===== src/rtl/fetch_unit.sv =====
// RV32I fetch stage: owns the fetch PC, drives a synchronous imem and queues returned words in a 2-entry FIFO.
// Latency: request in t, data in t+1, valid on if_* in t+2. Issue is throttled so count+inflight never exceeds 2 (stall fills to 2, then imem_req=0).
module fetch_unit #(
  parameter int             l        = 32,
  parameter int             n        = 8,
  parameter logic [l-1:0]   RESET_PC = 32'h0000_0000
) (
  input  logic         clk,
  input  logic         reset,
  output logic [n-1:0] imem_addr,
  output logic         imem_req,
  input  logic [l-1:0] imem_rdata,
  input  logic         stall,
  input  logic         redirect,
  input  logic [l-1:0] redirect_pc,
  output logic [l-1:0] if_instr,
  output logic [l-1:0] if_pc,
  output logic         if_valid
);

  localparam logic [l-1:0] NOP     = l'(32'h0000_0013);
  localparam logic [l-1:0] PC_STEP = l'(4);

  logic [l-1:0] r_fetch_pc;
  logic [l-1:0] r_req_pc;
  logic         r_inflight;
  logic [1:0]   r_count;
  logic         r_head;
  logic [l-1:0] r_q_pc  [2];
  logic [l-1:0] r_q_ins [2];

  logic         w_valid;
  logic         w_pop;
  logic         w_push;
  logic         w_issue;
  logic         w_tail;
  logic [2:0]   w_occ;
  logic [l-1:0] w_redir_pc;
  logic         w_unused_bits;

  assign w_unused_bits = ^redirect_pc[1:0];
  assign w_redir_pc    = {redirect_pc[l-1:2], 2'b00};

  // The reset gate keeps the head invisible in the reset cycle even when entries remain.
  assign w_valid = (r_count != 2'd0) && !reset;
  assign w_pop   = w_valid && !stall && !redirect;
  assign w_push  = r_inflight && !redirect && !reset;
  assign w_occ   = {1'b0, r_count} + {2'b00, r_inflight};
  assign w_issue = !reset && !redirect && (w_occ < (3'd2 + {2'b00, w_pop}));

  // Issue throttling guarantees count <= 1 whenever a response lands, so head+count (mod 2) is a free slot.
  assign w_tail = r_head ^ r_count[0];

  assign imem_req  = !reset && (redirect || w_issue);
  assign imem_addr = redirect ? w_redir_pc[n-1:0] : {r_fetch_pc[n-1:2], 2'b00};

  assign if_valid = w_valid;
  assign if_instr = w_valid ? r_q_ins[r_head] : NOP;
  assign if_pc    = w_valid ? r_q_pc[r_head]  : '0;

  always_ff @(posedge clk) begin
    if (reset) begin
      r_fetch_pc <= {RESET_PC[l-1:2], 2'b00};
      r_req_pc   <= '0;
      r_inflight <= 1'b0;
      r_count    <= 2'd0;
      r_head     <= 1'b0;
    end else if (redirect) begin
      r_fetch_pc <= w_redir_pc + PC_STEP;
      r_req_pc   <= w_redir_pc;
      r_inflight <= 1'b1;
      r_count    <= 2'd0;
      r_head     <= 1'b0;
    end else begin
      r_count <= r_count + {1'b0, w_push} - {1'b0, w_pop};
      if (w_pop) begin
        r_head <= ~r_head;
      end
      if (w_issue) begin
        r_fetch_pc <= r_fetch_pc + PC_STEP;
        r_req_pc   <= r_fetch_pc;
        r_inflight <= 1'b1;
      end else begin
        r_inflight <= 1'b0;
      end
    end
  end

  always_ff @(posedge clk) begin
    if (w_push) begin
      r_q_pc[w_tail]  <= r_req_pc;
      r_q_ins[w_tail] <= imem_rdata;
    end
  end

endmodule


===== config.mk =====
export PLATFORM = sky130hd
export DESIGN_NAME = fetch_unit
export DESIGN_NICKNAME = d
export VERILOG_FILES = /design/src/rtl/fetch_unit.sv
export SDC_FILE = /design/constraint.sdc
export NUM_CORES = 1
export LEC_CHECK = 0
export ABC_AREA = 1
export BUFFER_PORTS_ARGS = -buffer_cell sky130_fd_sc_hd__buf_2
export CAP_MARGIN = 0
export CELL_PAD_IN_SITES_DETAIL_PLACEMENT = 1
export CELL_PAD_IN_SITES_GLOBAL_PLACEMENT = 1
export CORE_MARGIN = 3
export CORE_UTILIZATION = 47
export CTS_BUF_LIST = sky130_fd_sc_hd__clkbuf_4 sky130_fd_sc_hd__clkbuf_8 sky130_fd_sc_hd__clkbuf_16
export CTS_CLUSTER_DIAMETER = 120
export DETAILED_ROUTE_END_ITERATION = 12
export PLACE_DENSITY_LB_ADDON = 0.1
export SYNTH_ARGS = -nofsm -noshare
export SYNTH_HDL_FRONTEND = slang
export SYNTH_SLANG_ARGS = --single-unit

===== constraint.sdc =====
create_clock -name clk -period 8.5 [get_ports clk]
set_clock_uncertainty 0.2 [all_clocks]
set_input_delay 1.275 -clock clk [delete_from_list [all_inputs] [get_ports clk]]
set_output_delay 1.275 -clock clk [all_outputs]
set_load 0.02 [all_outputs]

Word-level counts from Yosys, hierarchy flattened
Memories as Yosys holds them, arrays and structs flattened. A register that Yosys moved wholly into a read port is not among the register bits.
Cells that the tools add are included.
{"block": "op_classes", "add_sub_neg": 6, "magnitude_cmp": 1, "n_mux": 15, "bitwise_logic": 2, "n_reduce_logical": 15}
{"cell": "2-to-1 mux 32 bit", "count": 6}
{"cell": "adder 32 x 3 -> 32 bit, second input constant", "count": 2}
{"cell": "logical AND 1 bit", "count": 8}
{"cell": "2-to-1 mux 1 bit", "count": 8}
{"cell": "2-to-1 mux 8 bit", "count": 1}
{"cell": "nonzero test 2 bit", "count": 2}
{"cell": "adder 2 x 1 -> 3 bit", "count": 1}
{"cell": "adder 2 x 1 -> 3 bit, first input constant", "count": 1}
{"cell": "logical NOT 1 bit", "count": 3}
{"cell": "< comparator 3 bit", "count": 1}
{"cell": "adder 2 x 1 -> 2 bit", "count": 1}
{"cell": "OR reduction 2 bit", "count": 1}
{"cell": "subtractor 2 x 1 -> 2 bit", "count": 1}
{"cell": "logical OR 1 bit", "count": 1}
{"cell": "NOT 1 bit", "count": 1}
{"cell": "XOR 1 bit", "count": 1}
{"block": "word_totals", "regBits": 68, "mem_bits_rw": 128, "inputBits": 68, "out_inout_bits": 74, "memories": 2}
{"memory": "r_q_ins", "words": 2, "word_bits": 32, "rd": 1, "rd_clocked_by_memory_dff": 1, "wr": 1, "line": "30", "source": "logic [l-1:0] r_q_ins [2];"}
{"memory": "r_q_pc", "words": 2, "word_bits": 32, "rd": 1, "rd_clocked_by_memory_dff": 1, "wr": 1, "line": "29", "source": "logic [l-1:0] r_q_pc [2];"}

Longest topological paths before layout
{"block": "depth", "word_depth": 9, "depth_mapped": 15, "depth_no_buf": 13}

Worst setup path after synthesis
OpenSTA, ideal clock, no wires.
{"block": "synth_timing", "path_type": "input port to flip-flop", "startpoint": "input port redirect", "endpoint": "memory r_q_ins[0][0], enable pin", "arrival_ns": 4.222, "required_ns": 7.817, "path_slack_ns": 3.596, "path_stages": 4, "path_buffers": 1, "cell_sequence": "buf_6 -> nor2_4 -> nand2_1 -> nor2_1"}
{"block": "synth_via", "elab_chain_cells": 5}
{"element": "start: declaration", "line": "14", "source": "input logic redirect,"}
{"element": "logical NOT 1 bit", "line": "47", "source": "assign w_push = r_inflight && !redirect && !reset;"}
{"element": "logical AND 1 bit (2 in series)", "line": "47"}
{"element": "2-to-1 mux 1 bit", "line": "90", "source": "if (w_push) begin"}
{"element": "2-to-1 mux 1 bit (implied by the code)", "line": "92", "source": "r_q_ins[w_tail] <= imem_rdata;"}
{"element": "end: declaration", "line": "30"}
Every way passes these cells.

Final worst setup path
{"block": "layout_timing", "startpoint": "input port redirect", "endpoint": "output port imem_req"}
{"block": "layout_via", "elab_chain_cells": 7, "word_cells_on_any_way": 8, "classes_between": "add/sub (1); order compare (1); reduce/logical (6)"}
{"element": "logical NOT 1 bit", "line": "46, 49"}
{"element": "logical AND 1 bit", "line": "46", "source": "assign w_pop = w_valid && !stall && !redirect;"}
{"element": "adder 2 x 1 -> 3 bit", "line": "49", "source": "assign w_issue = !reset && !redirect && (w_occ < (3'd2 + {2'b00, w_pop}));"}
{"element": "< comparator 3 bit", "line": "49"}
{"element": "logical AND 1 bit", "line": "49"}
{"element": "logical OR 1 bit (*)", "line": "54", "source": "assign imem_req = !reset && (redirect || w_issue);"}
{"element": "logical AND 1 bit (*)", "line": "54"}
{"element": "end: declaration", "line": "11", "source": "output logic imem_req,"}
Every way passes the cells marked *; elsewhere a longest branch is shown, timed or not.

==> flow_metrics.py <==
metrics = {
    "min_path": {
        "hold-path-cell-count": 0,
        "hold_class": "reg2reg",
        "min_to": "r_q_pc[1][23]$_DFFE_PP_",
        "min-delay-start": "r_req_pc[23]$_SDFFE_PP0P_",
    },
    "global_route": {
        "groute.usage.overall": 0.2170,
        "grt_pass1_wl_um": 34870,
        "grt-ovfl-total": 0,
        "grt_pass1_vias": 6851,
        "grt_max_degree": 98,
        "antenna_found_initial": 0,
    },
    "route": {
        "drtIter0Drc": 347,
        "vias_per_cell": 5.054,
        "final_antenna_net_count": 0,
        "drc": 0,
        "num_vias": 6489,
        "drt-total-wl_um": 21460,
        "wl_per_cell_um": 16.71,
        "firstDrtPassIters": 4,
    },
    "yosys": {
        "ys_warn_count": 0,
        "netlist_instances": 921,
        "syn_area_per_cell_um2": 9.491,
        "netlist_area_um2": 8741,
        "yosysUniqueCellTypes": 33,
        "seq_area_frac_synth": 0.5749,
        "yosys.area.top_type": "edfxtp_1",
        "synthTopCellsByArea": "edfxtp_1 (43%), dfxtp_1 (15%), nand2_1 (11%)",
        "yosysTopAreaCellShare": 0.4260,
        "ys_ff_latch": 189,
    },
    "setup_path": {
        "slowest_stage": "buf_2",
        "reg2reg_depth": 9,
        "path_buf_inv": 3,
        "crit_family": "buffers and inverters",
        "critPathLaunchType": "primary input",
        "r2r-start": "r_count[0]$_SDFF_PN0_",
        "critPathMaxFanout": 34,
        "r2r-end": "r_fetch_pc[20]$_SDFFE_PP0P_",
        "reg2reg_slack_ns": 5.85,
        "path_class": "in2out",
        "arrival_ns": 2.90,
        "required_ns": 7.03,
        "endpoint_kind": "output pin",
        "critPathMaxStageDelay_ns": 0.53,
        "path_cells": "buf_2 > nor2_4 > nand4_1 > nand2_1 > nand2_2 > nand2_2 > nand2_1 > inv_1 > buf_2",
    },
    "final_layout": {
        "area_delta_synth_final_pct": 15.52,
        "nets": 1115,
        "fin_area_um2": 10100,
        "diodes": 0,
        "final_common_cell": "nand2_1",
        "final_cell_mix": "nand2_1 (246), buf_2 (135), edfxtp_1 (124)",
        "fin_util": 0.5583,
        "drive_gt1_frac": 0.2664,
    },
    "clock_tree": {
        "post_cts_buffers": 0,
        "cts.sinks": 189,
        "clock_latency_ns": 0.43,
        "cts_hold_buf": 0,
        "numCtsBuffers": 17,
        "clkTransAtPathRegs_ns": 0.07,
        "clockRootBuffer": "clkbuf_16",
        "cts_resized": 0,
        "cts.htree.levels": 4,
        "max-clock-path-buffers": 2,
        "cts_tree": "yes",
    },
    "sta": {
        "drv_slew": 0,
        "fmax_mhz": 228.6,
        "tightest_slew_ns": 0.9037,
        "finalCritPeriodShare": 0.5147,
        "rsz0062_at_grt": "no",
        "slew_headroom": 0.3976,
        "hold_viol": 0,
        "setup_tns_ns": 0,
        "setup_violations": 0,
        "min_period_ns": 4.375,
    },
    "floorplanning": {
        "start_util": 0.4833,
        "coreArea_um2": 18090,
        "die_area_um2": 20270,
        "io_pins": 142,
        "dieHeight_um": 142.4,
        "fp.dieW_um": 142.4,
        "rows": 49,
    },
    "power_and_ir_drop": {
        "power_density_nw_per_um2": 193.1,
        "peakVddDrop_mv": 0.1403,
        "p_leak_nw": 4.603,
        "power.total_w": 0.001950,
    },
    "placed_design": {
        "place_area_um2": 9532,
        "place_congestion": 0.8599,
        "dpl.hpwl_um": 14580,
        "io_buffers": 135,
    },
    "job": {
        "max_cap_viol_count": 0,
    },
    "run_status": {
        "status": "finished, final reports clean",
    },
}
synth_stat cells:
| master | instances |
|---|---|
| buf_4 | 6 |
| clkbuf_1 | 16 |
| inv_1 | 123 |
| edfxtp_1 | 124 |
| nand3_1 | 30 |
| dfxtp_1 | 65 |
| o21ai_0 | 55 |
| o211ai_1 | 3 |
| conb_1 | 1 |
| nand2_2 | 16 |
| nand2_1 | 246 |
| o21ai_1 | 2 |
| nor2_2 | 12 |
| or2_2 | 4 |
| mux2_2 | 59 |
| nor2_4 | 6 |
| nand4_1 | 11 |
| buf_12 | 1 |
| inv_2 | 3 |
| nand2_4 | 3 |
| xor2_1 | 3 |
| ha_1 | 5 |
| buf_1 | 6 |
| o21ai_2 | 1 |
| xnor2_1 | 3 |
| buf_6 | 5 |
| a21oi_1 | 39 |
| nor2_1 | 59 |
| inv_6 | 1 |
| clkinv_1 | 1 |
| a31oi_1 | 3 |
| buf_2 | 8 |
| o31ai_1 | 1 |
registers in the layout (all words and copies together) (netlist names), named ones only:
signal,cells
r_q_ins,64
r_q_pc,60
r_fetch_pc,30
r_req_pc,30
r_count,2
r_head,1
r_inflight,1
area by class of cell:
cell class	instances	area, µm²
clock buffer	17	425.4
clock inverter	15	140.1
fill	2130	7989
inverter	128	485.5
multi-input combinational	565	3013
sequential	189	5026
tap	229	286.5
timing repair buffer	141	720.7
how the worst max path moves through the flow:
stage	start	to	slack, ns	cells after the start
final	redirect	imem_req	4.13	9
after global routing	redirect	imem_req	3.92	9
after detailed placement	redirect	imem_req	4.04	9
after CTS	redirect	imem_req	4.06	9
after global placement	redirect	imem_req	4.06	9
after floorplan	redirect	r_q_ins[0][0]$_DFFE_PP_	3.60	4
stage by stage:
step	worst slack, ns	hold slack [ns]	std cells
4_1_cts	4.055	0.2586	1284
3_5_place_dp	4.044	0.2395	1252
6_report	4.125	0.2530	1284
2_1_floorplan	3.596	0.2203	924
5_1_grt	3.915	0.2654	1284
3_3_place_gp	4.062	0.2263	1252
where the power goes:
| part | switching, W | internal (W) |
|---|---|---|
| Combinational | 0.000106 | 0.0000520 |
| Clock | 0.000374 | 0.000389 |
| Sequential | 0.0000170 | 0.00101 |
| Total | 0.000497 | 0.00145 |
metal layers:
layer	vias to the layer above	part of all wire	global-route usage
li1	3231	-	-
met1	3106	0.46	0.2892
met2	127	0.49	0.3699
met3	25	0.047	0.03797
met4	0	0.012	0.05503
met5	-	0	0
cell families after synthesis:
| group | count (synthesis) | synth area share |
|---|---|---|
| flip-flops | 189 | 0.5749 |
| adder cells (fa/ha/maj) | 5 | 0.007157 |
| buffers and inverters | 170 | 0.08345 |
| AND/OR/NAND/NOR | 387 | 0.1905 |
| other | 1 | 0.0004290 |
| XOR/XNOR | 6 | 0.006013 |
| AO/OA/AOI/OAI | 104 | 0.06155 |
| multiplexers | 59 | 0.07601 |
worst register-to-register path, stage by stage (launching register included):
cell     delay [ns]
dfxtp_1        0.36
ha_1           0.20
ha_1           0.26
nand2_1        0.08
nand2_2        0.13
nand2_2        0.11
buf_4          0.69
nand2_1        0.30
nand3_1        0.13
a21oi_1        0.07
No activity file was read; power rests on OpenSTA's default activity.
